===== src/rtl/hs_fifo_pfifo.sv =====
// Synchronous packet FIFO with store-and-forward (STORE_FWD=1) or cut-through (STORE_FWD=0) mode.
// Store-and-forward exposes a packet only once its last beat commits; oversize packets are dropped and flagged.
module hs_fifo_pfifo #(
    parameter int DATA_W    = 8,
    parameter int DEPTH     = 16,
    parameter int AF_THRESH = 12,
    parameter int AE_THRESH = 2,
    parameter int STORE_FWD = 1,
    localparam int LW       = $clog2(DEPTH + 1)
) (
    input  logic              clk,
    input  logic              sreset,
    input  logic              wvalid,
    output logic              wready,
    input  logic [DATA_W-1:0] wdata,
    input  logic              wlast,
    input  logic              wdrop,
    output logic              walmost_full,
    output logic              wovf,
    input  logic              rready,
    output logic              rvalid,
    output logic [DATA_W-1:0] rdata,
    output logic              rlast,
    input  logic              rpeek,
    output logic              ralmost_empty,
    output logic [LW-1:0]     level,
    output logic [LW-1:0]     pkt_cnt
);

    localparam int AW = $clog2(DEPTH);

    typedef enum logic [1:0] {IDLE, PKT, DISCARD} wstate_t;

    wstate_t           state, state_n;
    logic [AW:0]       wr_spec, wr_spec_n;
    logic [AW:0]       wr_cmt, wr_cmt_n;
    logic [AW:0]       rd, rd_n;
    logic [LW-1:0]     pkt_cnt_n;
    logic [LW-1:0]     visible;
    logic              wovf_n;
    logic              mem_we;
    logic              wr_acc;
    logic              pop;
    logic              pkt_inc;
    logic              pkt_dec;
    logic [DATA_W:0]   mem [DEPTH];

    // wr_spec runs ahead of wr_cmt by the uncommitted part of the in-flight packet
    assign level         = wr_spec - rd;
    assign visible       = wr_cmt - rd;
    assign wready        = (int'(level) < DEPTH) || (state == DISCARD);
    assign rvalid        = (visible != '0);
    assign walmost_full  = (int'(level) >= AF_THRESH);
    assign ralmost_empty = (int'(visible) <= AE_THRESH);
    assign {rlast, rdata} = mem[rd[AW-1:0]];

    assign wr_acc  = wvalid && wready;
    assign pop     = rvalid && rready && !rpeek;
    assign pkt_dec = pop && rlast;

    always_comb begin
        state_n   = state;
        wr_spec_n = wr_spec;
        wr_cmt_n  = wr_cmt;
        rd_n      = rd;
        wovf_n    = 1'b0;
        mem_we    = 1'b0;
        pkt_inc   = 1'b0;
        if (pop) begin
            rd_n = rd + 1'b1;
        end
        if (wr_acc) begin
            if (STORE_FWD == 0) begin
                mem_we    = 1'b1;
                wr_spec_n = wr_spec + 1'b1;
                wr_cmt_n  = wr_spec + 1'b1;
                pkt_inc   = wlast;
            end else begin
                unique case (state)
                    DISCARD: begin
                        if (wlast) state_n = IDLE;
                    end
                    default: begin
                        if (wdrop) begin
                            wr_spec_n = wr_cmt;
                            state_n   = IDLE;
                        end else if (wlast) begin
                            mem_we    = 1'b1;
                            wr_spec_n = wr_spec + 1'b1;
                            wr_cmt_n  = wr_spec + 1'b1;
                            pkt_inc   = 1'b1;
                            state_n   = IDLE;
                        end else if ((int'(level) == DEPTH - 1) && (visible == '0)) begin
                            // packet alone fills the FIFO without a last beat: it can never commit
                            wr_spec_n = wr_cmt;
                            wovf_n    = 1'b1;
                            state_n   = DISCARD;
                        end else begin
                            mem_we    = 1'b1;
                            wr_spec_n = wr_spec + 1'b1;
                            state_n   = PKT;
                        end
                    end
                endcase
            end
        end
        unique case ({pkt_inc, pkt_dec})
            2'b10:   pkt_cnt_n = pkt_cnt + 1'b1;
            2'b01:   pkt_cnt_n = pkt_cnt - 1'b1;
            default: pkt_cnt_n = pkt_cnt;
        endcase
    end

    always_ff @(posedge clk) begin
        if (sreset) begin
            state   <= IDLE;
            wr_spec <= '0;
            wr_cmt  <= '0;
            rd      <= '0;
            pkt_cnt <= '0;
            wovf    <= 1'b0;
        end else begin
            state   <= state_n;
            wr_spec <= wr_spec_n;
            wr_cmt  <= wr_cmt_n;
            rd      <= rd_n;
            pkt_cnt <= pkt_cnt_n;
            wovf    <= wovf_n;
        end
    end

    always_ff @(posedge clk) begin
        if (mem_we) mem[wr_spec[AW-1:0]] <= {wlast, wdata};
    end

    a_head_stable: assert property (@(posedge clk) disable iff (sreset)
        rvalid && !rready |=> $stable(rdata) && $stable(rlast));
    a_level_max: assert property (@(posedge clk) disable iff (sreset)
        int'(level) <= DEPTH);
    a_pkt_vis: assert property (@(posedge clk) disable iff (sreset)
        pkt_cnt <= visible);

endmodule


===== config.mk =====
export PLATFORM = sky130hd
export DESIGN_NAME = hs_fifo_pfifo
export DESIGN_NICKNAME = d
export VERILOG_FILES = /design/src/rtl/hs_fifo_pfifo.sv
export SDC_FILE = /design/constraint.sdc
export NUM_CORES = 1
export LEC_CHECK = 0
export CORE_ASPECT_RATIO = 1.4
export CORE_MARGIN = 2
export CORE_UTILIZATION = 60
export DETAILED_ROUTE_END_ITERATION = 6
export PLACE_DENSITY = 0.86
export SLEW_MARGIN = 20
export SYNTH_ARGS = -nofsm -noshare
export SYNTH_HDL_FRONTEND = slang
export SYNTH_SLANG_ARGS = --single-unit

===== constraint.sdc =====
create_clock -name clk -period 10.7 [get_ports clk]
set_input_delay 1.605 -clock clk [delete_from_list [all_inputs] [get_ports clk]]
set_output_delay 1.605 -clock clk [all_outputs]
set_load 0.05 [all_outputs]

==> results.toml <==
[critical_path]
cpPeakStageDelay_ns = 0.83
critPathMaxFanout = 5
crit_type = "flip-flop to output pin"
path_cells = "ha_1 > fa_1 > xor2_1 > or2b_1 > mux2_2 > nor3_1 > clkdlybuf4s50_1"
worstSetupStartpointType = "flip-flop"
slowest_stage = "clkdlybuf4s50_1"
arrival_ns = 3.24
required_ns = 9.10
crit_buf_inv = 1
cp_top_family = "buffers and inverters"
crit_path_end_kind = "output pin"

[floorplanning]
die_y_um = 134
boundaryPins = 39
initial_utilization_pct = 61.4
dieWidth_um = 96.9
std_cell_rows = 47
core_mm2 = 0.0118
dieArea_mm2 = 0.0130

[grt]
grt_pass1_vias = 4211
antenna_found_initial = 0
grt_usage_pct = 24.7
grt_overflow = 0
grt_pass1_wl_mm = 23.4
grt_max_degree = 37

[sta]
period_share_pct = 45.3
fin_worst_hold_slack_ns = 0.495
worst_clock_skew_ns = 0.0138
setup_ws_ns = 5.85
hold_viol_final = 0
fmax_ghz = 0.206
slew_headroom_pct = 37.0
final-max-slew-violation-count = 0
rsz0062_at_grt = "false"
tightest_slew_ns = 0.942
min_period_ns = 4.85
setup_viol = 0
fin_tns_setup_ns = 0

[cells_and_area]
num_antenna_cells = 0
syn_to_final_growth_pct = 14.8
layout_commonest_cell = "edfxtp_1"
fin_util_pct = 70.4
n_fill_cell = 734
ff_latch_area_mm2 = 0.00487
multi_input_area_mm2 = 0.00224
mostFrequentLayoutCells = "edfxtp_1, mux4_2, clkdlybuf4s50_1, nor2_1, dfxtp_1"
drive_above_1_share_pct = 18.6
final_nets = 500

[power_and_ir_drop]
power_density_mw_per_mm2 = 206
power_mw = 1.71
leakage_nw = 2.79
vdd_drop_max_uv = 173

[logic_synthesis]
async_reset_ff_share_pct = 0
ys.flop_type = "edfxtp_1"
synth.avg_cell_area_um2 = 17.1
netlist.area_leader.share_pct = 59.6
synth_warnings = 0
synth-compound-area-share_pct = 3.55
synth_edf_count = 144
synth-adder-area-share_pct = 3.76
netlist_area_mm2 = 0.00725
ys_seq_area_share_pct = 67.1
ys_ff_latch = 171
yosysUniqueCellTypes = 48
synth_top_area_cell = "edfxtp_1"
synthTopCellsByArea = "edfxtp_1, mux4_2, dfxtp_1"
synth_top_family_by_area = "multiplexers"
synth-simple-area-share_pct = 6.54
synth_xor_area_share_pct = 2.40
syn_inst = 423
synth_nets = 458
synthMuxAreaShare_pct = 14.7

[place]
pre_cts_slack_ns = 5.76
place_hpwl_mm = 9.65
portBuffers = 38
gp_congestion = 0.877

[detailed_routing]
routedWlPerCell_um = 23.9
via_count = 3917
viasPerCell = 6.27
drt-pass1-iter-count = 4
ant_nets = 0
drc_errors = 0
drt_iter0_markers = 474
wl_mm = 14.9

[job]
drv_cap = 0

[clocking]
ctsResizeCount = 0
postCtsHoldBufs = 0
root_buffer = "clkbuf_16"
numCtsBuffers = 17
post_cts_buffers = 0
cts_max_path_buffers = 2
cts.clk_slew.worst_paths_ns = 0.07
cts_tree = "done"
clk_latency_ns = 0.42
cts_sinks = 171
cts.htree.levels = 4

[min_path]
hp-class = "flip-flop to flip-flop"

[outcome]
status = "completed"
==> sequential cells by signal, summed over array words and instances (netlist names), named ones only <==
name	flops
wr_spec	5
mem	144
wovf	1
state	2
rd	5
wr_cmt	5
pkt_cnt	5
==> cell families (layout without fill, tap and decap cells) <==
logic type / Yosys count / after routing
buf+inv: 37 / 92
compound gates: 38 / 38
xor+xnor: 19 / 19
simple gates: 88 / 88
flops: 171 / 171
mux: 50 / 50
fa+ha+maj: 20 / 20
==> power by group <==
group,internal [mW],switching [mW]
registers,0.738,0.0131
clock network,0.325,0.246
logic,0.154,0.236
total,1.22,0.495
==> metal layers <==
layer | vias up | global-route usage, % | share of wire (%)
li1 | 1733 | - | -
met1 | 1965 | 29.1 | 36
met2 | 192 | 42.7 | 55
met3 | 27 | 5.99 | 7.1
met4 | 0 | 12.1 | 2.3
met5 | - | 0 | 0
==> worst reg2reg max path, cell delays in order, from the launching register on <==
cell,delay (ns)
dfxtp_1,0.37
inv_1,0.17
ha_1,0.20
inv_1,0.06
fa_1,0.41
a21o_1,0.19
a21oi_2,0.17
xor2_2,0.27
nand3_1,0.42
nor3_4,0.46
inv_1,0.11
ha_1,0.25
inv_1,0.12
fa_1,0.23
inv_1,0.07
a21o_1,0.18
a21oi_1,0.20
xnor2_1,0.10
or3_1,0.30
a21oi_1,0.14
==> cells in the mapped netlist (2+ instances only) <==
cell type,count
fa_1,3
and2_1,3
nand2b_1,4
buf_1,2
a21oi_1,13
nand4_1,3
o32ai_1,2
a31oi_1,2
xor2_1,9
xnor2_1,9
nand3b_1,2
or3_1,2
o21a_1,2
a21oi_2,2
o21ai_0,2
nor2_1,31
mux4_2,45
a21o_1,3
mux2i_1,4
a211oi_1,5
ha_1,17
and3_1,17
edfxtp_1,144
nand3_1,3
clkbuf_1,11
nor3_1,2
or2b_1,2
dfxtp_1,27
nand2_1,11
inv_1,19
buf_2,3
nor2b_1,3
==> final timing paths <==
path              startpoint             to  slack (ns)  cells after the start
setup reg to reg  wr_spec[0]     pkt_cnt[4]        6.22                     19
hold / removal    pkt_cnt[4]     pkt_cnt[4]        0.49                      2
setup / recovery       rd[0]  ralmost_empty        5.85                      7
hold reg to reg   pkt_cnt[4]     pkt_cnt[4]        0.49                      2
==> per-stage QoR <==
stage | std cells | instance area, um^2
2_1_floorplan | 423 | 7250
3_3_place_gp | 593 | 7760
3_5_place_dp | 593 | 7760
4_1_cts | 625 | 8330
5_1_grt | 625 | 8330
6_report | 625 | 8330
==> area by class of cell <==
cell class / count / area share (%)
tap: 147 / 2.21
sequential: 171 / 58.4
timing repair buffer: 40 / 4.75
inverter: 20 / 0.902
clock buffer: 21 / 5.79
multi-input combinational: 215 / 26.9
clock inverter: 11 / 0.977
(Power assumes the default switching activity.)
